===== config.mk =====
export PLATFORM = sky130hd
export DESIGN_NAME = div_repeated_sub
export DESIGN_NICKNAME = d
export VERILOG_FILES = /design/src/rtl/div_pkg.sv /design/src/rtl/div_datapath.sv /design/src/rtl/div_repeated_sub.sv
export SDC_FILE = /design/constraint.sdc
export NUM_CORES = 1
export LEC_CHECK = 0
export BUFFER_PORTS_ARGS = -buffer_cell sky130_fd_sc_hd__buf_2
export CAP_MARGIN = 20
export CORE_MARGIN = 1
export CORE_UTILIZATION = 63
export CTS_BUF_LIST = sky130_fd_sc_hd__clkbuf_8
export DETAILED_ROUTE_END_ITERATION = 7
export GPL_TIMING_DRIVEN = 1
export PLACE_DENSITY = 0.94
export SLEW_MARGIN = 10
export SYNTH_ARGS = -nofsm -noshare
export SYNTH_HDL_FRONTEND = slang
export SYNTH_SLANG_ARGS = --single-unit

===== constraint.sdc =====
create_clock -name clk -period 4.4 [get_ports clk]
set_input_delay 0.66 -clock clk [delete_from_list [all_inputs] [get_ports clk]]
set_output_delay 0.66 -clock clk [all_outputs]
set_load 0.005 [all_outputs]

===== src/rtl/div_pkg.sv =====
// Shared constants for the repeated-subtraction divider:
// controller state encoding and the default operand width.
package div_pkg;

  localparam int DIV_WIDTH = 16;

  localparam logic [2:0] S_IDLE = 3'd0;
  localparam logic [2:0] S_LDA  = 3'd1;
  localparam logic [2:0] S_LDB  = 3'd2;
  localparam logic [2:0] S_CHK  = 3'd3;
  localparam logic [2:0] S_SUB  = 3'd4;
  localparam logic [2:0] S_DONE = 3'd5;

endpackage


===== src/rtl/div_datapath.sv =====
// Divider datapath: remainder/divisor/quotient registers, subtractor,
// ge-comparator and divisor zero-detect.
// Ports: clk, rst (sync, active-high), data_in (operand bus),
//   ldr/ldb/clrq/decr/incq/setq (controls), ge/bz (status),
//   quotient/remainder (registered results).
module div_datapath
  import div_pkg::*;
#(
  parameter int WIDTH = DIV_WIDTH
) (
  input  logic             clk,
  input  logic             rst,
  input  logic [WIDTH-1:0] data_in,
  input  logic             ldr,
  input  logic             ldb,
  input  logic             clrq,
  input  logic             decr,
  input  logic             incq,
  input  logic             setq,
  output logic             ge,
  output logic             bz,
  output logic [WIDTH-1:0] quotient,
  output logic [WIDTH-1:0] remainder
);

  logic [WIDTH-1:0] divisor;

  assign ge = (remainder >= divisor);
  assign bz = (divisor == '0);

  always_ff @(posedge clk) begin
    if (rst) begin
      remainder <= '0;
      divisor   <= '0;
      quotient  <= '0;
    end else begin
      if (ldr)
        remainder <= data_in;
      else if (decr)
        remainder <= remainder - divisor;

      if (ldb)
        divisor <= data_in;

      if (clrq)
        quotient <= '0;
      else if (setq)
        quotient <= '1;
      else if (incq)
        quotient <= quotient + 1'b1;
    end
  end

endmodule


===== src/rtl/div_repeated_sub.sv =====
// Unsigned divider by repeated subtraction: controller FSM + datapath.
// Ports: clk, rst (sync, active-high), start, data_in (dividend then
//   divisor), quotient, remainder, busy, done, div_zero.
module div_repeated_sub
  import div_pkg::*;
#(
  parameter int WIDTH = DIV_WIDTH
) (
  input  logic             clk,
  input  logic             rst,
  input  logic             start,
  input  logic [WIDTH-1:0] data_in,
  output logic [WIDTH-1:0] quotient,
  output logic [WIDTH-1:0] remainder,
  output logic             busy,
  output logic             done,
  output logic             div_zero
);

  logic [2:0] state;
  logic [2:0] state_nx;
  logic       ge;
  logic       bz;
  logic       ldr;
  logic       ldb;
  logic       clrq;
  logic       decr;
  logic       incq;
  logic       setq;

  assign ldr  = (state == S_LDA);
  assign clrq = (state == S_LDA);
  assign ldb  = (state == S_LDB);
  assign setq = (state == S_CHK) && bz;
  assign decr = (state == S_SUB) && ge;
  assign incq = (state == S_SUB) && ge;

  assign busy = (state == S_LDA) || (state == S_LDB)
             || (state == S_CHK) || (state == S_SUB);
  assign done = (state == S_DONE);

  always_comb begin
    state_nx = state;
    case (state)
      S_IDLE:  if (start) state_nx = S_LDA;
      S_LDA:   state_nx = S_LDB;
      S_LDB:   state_nx = S_CHK;
      S_CHK:   state_nx = bz ? S_DONE : S_SUB;
      S_SUB:   if (!ge) state_nx = S_DONE;
      S_DONE:  if (start) state_nx = S_LDA;
      default: state_nx = S_IDLE;
    endcase
  end

  always_ff @(posedge clk) begin
    if (rst) begin
      state    <= S_IDLE;
      div_zero <= 1'b0;
    end else begin
      state <= state_nx;
      if (state == S_LDA)
        div_zero <= 1'b0;
      else if (setq)
        div_zero <= 1'b1;
    end
  end

  div_datapath #(
    .WIDTH(WIDTH)
  ) u_dp (
    .clk      (clk),
    .rst      (rst),
    .data_in  (data_in),
    .ldr      (ldr),
    .ldb      (ldb),
    .clrq     (clrq),
    .decr     (decr),
    .incq     (incq),
    .setq     (setq),
    .ge       (ge),
    .bz       (bz),
    .quotient (quotient),
    .remainder(remainder)
  );

endmodule


==> metrics.md <==
| Metric | Value |
|---|---|
| Postcts setup bufs | `0` |
| Synth Area in Compound Gates | `0.227` |
| Worst clock skew | `0.0125 ns` |
| DP Area | `3420 sq um` |
| Hold-critical path depth | `2` |
| Slowest stage delay, CP | `0.43 ns` |
| Sink Count | `52` |
| Final instance area | `3540 sq um` |
| Area of the multi-input gates | `1940 sq um` |
| TritonCTS clock tree | `yes` |
| Top Ports | `54` |
| Initial Util | `0.660` |
| Mux cell area share after synthesis | `0.00317` |
| Status | `completed` |
| EDFF count, synth | `0` |
| DIE AREA | `5300 sq um` |
| Root Buffer | `clkbuf_8` |
| DRT antenna net count | `0` |
| Clock Tree Buf Depth | `2` |
| Clock latency on the worst-skew pair | `0.32 ns` |
| Synth warn | `0` |
| Commonest cells post-synth | `61 x nand2_1, 59 x a21oi_1, 52 x dfxtp_1` |
| DRT Pass-1 Iters | `5` |
| Largest family of logic cells by synthesized area | `simple AND/OR/NAND/NOR gates` |
| Final nets | `475` |
| Grt ovf | `0` |
| Wire length per cell | `16.2 um` |
| Syn avg cell area | `7.97 sq um` |
| Final max-slew violation count | `0` |
| Worst R2R Path Depth | `12` |
| Top-count cell post-synth | `nand2_1` |
| Synth area leaders | `dfxtp_1 33%, a21oi_1 9.4%, nand2_1 7.3%, ha_1 6.7%, xnor2_1 6.7%` |
| Die width | `72.8 um` |
| Pwr Density | `458 nW/um^2` |
| Critical Path Start Type | `flop` |
| Hold Crit Start | `div_zero` |
| Hold Buf Count CTS | `0` |
| Vias per cell | `6.20` |
| Share of layout cells above drive strength 1 | `0.191` |
| Leading area contributor after synthesis | `dfxtp_1` |
| CP cell instances | `inv_1 > ha_1 > inv_1 > fa_1 > a211oi_1 > o21ai_2 > a21oi_1 > o31a_1 > buf_4 > nor2_4 > a222oi_1 > nor2_1` |
| Layout area overhead | `12.2%` |
| Fillers | `373` |
| Synth Area in Simple Gates | `0.236` |
| Distinct cell type count after synthesis | `59` |
| Ys flop type | `dfxtp_1` |
| Worst Hold Endpoint | `div_zero` |
| R2R Setup Slk | `1.51 ns` |
| First-pass GRT wire length | `13300 um` |
| Crit-path max FO | `17` |
| Routed vias | `3137` |
| Final WL | `8180 um` |
| Worst Setup SP | `u_dp.remainder[0]` |
| Netlist Area Pre-Place | `3160 sq um` |
| IO buf count | `53` |
| RSZ-0062 raised after global routing | `no` |
| Final hold violations | `0` |
| Residual DRC count | `0` |
| Gr usage total | `0.324` |
| Slowest stage cell, crit path | `fa_1` |
| Final setup TNS | `0 ns` |
| Maximum vdd drop | `0.267 mV` |
| Row count | `25` |
| Rel. slew slack | `0.339` |
| CTS resizes | `0` |
| FF/Latch Area | `1040 sq um` |
| XOR/XNOR Fraction of Synth Area | `0.0721` |
| Top cell by count, worst path | `inv_1` |
| Chip height | `72.8 um` |
| Kind of critical path | `flop to flop` |
| Hold crit path type | `flop to flop` |
| Crit path DAT | `3.09 ns` |
| Critical path endpoint category | `flop` |
| Min Tclk post-route | `2.89 ns` |
| Max-cap viol count | `0` |
| Reg2reg start | `u_dp.remainder[0]` |
| Vias in the first global route | `2884` |
| Antenna diodes | `0` |
| Seq/Total Area, Yosys | `0.330` |
| Final period util | `0.657` |
| Asr flop ratio synth | `0` |
| Fmax | `0.346 GHz` |
| H-tree depth | `2` |
| CTS Buf Count | `5` |
| DRT iter0 DRCs | `408` |
| Top cell type's share of synthesized area | `0.330` |
| Reg2Reg Capture Point | `u_dp.remainder[10]` |
| Setup violators final | `0` |
| Adder-cell share of the synthesized area | `0.0737` |
| #FFs+latches synth | `52` |
| Synthesized instance count | `396` |
| GPL Wtd Cong | `0.899` |
| Final HPWL DP | `5840 um` |
| CTS clk-pin slew, worst paths | `0.10 ns` |
| Worst-Margin Slew | `0.992 ns` |
| Leakage | `1.36 nW` |
| WP data required | `4.60 ns` |
| Initial antenna violation count | `0` |
| Core box area | `4790 sq um` |
| Synth Net Count | `433` |
| Largest net degree at the start of global routing | `40` |
## worst max-delay path, delay by kind of cell, from the launching register on
family,cells,cell delay (ns)
AO/OA/AOI/OAI,5,1.22
AND/OR/NAND/NOR,2,0.21
buffers and inverters,3,0.41
flip-flops,1,0.32
adder cells (fa/ha/maj),2,0.59
## kinds of logic after synthesis
kind of cell             Yosys count
buffers and inverters             43
flip-flops                        52
AO/OA/AOI/OAI                    116
adder cells (fa/ha/maj)           18
multiplexers                       1
AND/OR/NAND/NOR                  140
XOR/XNOR                          26
## report_power, final
group	internal [W]	switching [W]	leakage [nW]
Combinational	0.000287	0.000439	0.882
Clock	0.000169	0.000170	0.0541
Sequential	0.000512	0.0000454	0.422
Total	0.000968	0.000655	1.36
## state kept, by name, summed over array words and instances, names as in the netlist
register / cells
state: 3
u_dp.remainder: 16
u_dp.quotient: 16
u_dp.divisor: 16
div_zero: 1
## routing by layer
metal	GRT usage	vias to the layer above	wire, um
met4	0.133	0	238
met1	0.414	1469	3350
met5	0	-	0
met3	0.0635	32	689
met2	0.534	152	3900
li1	-	1484	-
## layout make-up
cell class | count | area share
Inverter | 23 | 0.0244
Timing Repair Buffer | 55 | 0.0801
Tap cell | 67 | 0.0236
Clock buffer | 5 | 0.0194
Multi-Input combinational cell | 301 | 0.547
Clock inverter | 3 | 0.0120
Sequential cell | 52 | 0.294
## cells in the final DEF (no fill, tap or decap), types with 7 or more instances in the layout
cell type and count:
ha_1 17, nand2_1 61, o21ai_0 12, nor3_2 9, dfxtp_1 52, nor2_1 15, a22oi_1 7, inv_1 23
xnor2_1 24, buf_2 53, nand3_1 12, and3_1 8, a21oi_1 59
## how the worst max path moves through the flow
stage,end,depth (start not counted),slack (ns)
floorplan,u_dp.remainder[2],13,1.93
global placement,u_dp.remainder[10],12,1.67
detailed placement,u_dp.remainder[10],12,1.53
CTS,u_dp.remainder[10],12,1.53
global route,u_dp.remainder[10],12,1.21
finish,u_dp.remainder[10],12,1.51
## through the flow
stage / power (W) / setup slack (ns) / hold WS (ns) / util / cells
6_report: 0.00162 / 1.51 / 0.450 / 0.741 / 506
5_1_grt: 0.00172 / 1.21 / 0.478 / 0.741 / 506
4_1_cts: 0.00160 / 1.53 / 0.455 / 0.738 / 505
3_5_place_dp: 0.00127 / 1.53 / 0.443 / 0.715 / 497
3_3_place_gp: 0.00124 / 1.67 / 0.433 / 0.715 / 497
2_1_floorplan: 0.00113 / 1.93 / 0.442 / - / 396
(Power assumes the default switching activity.)
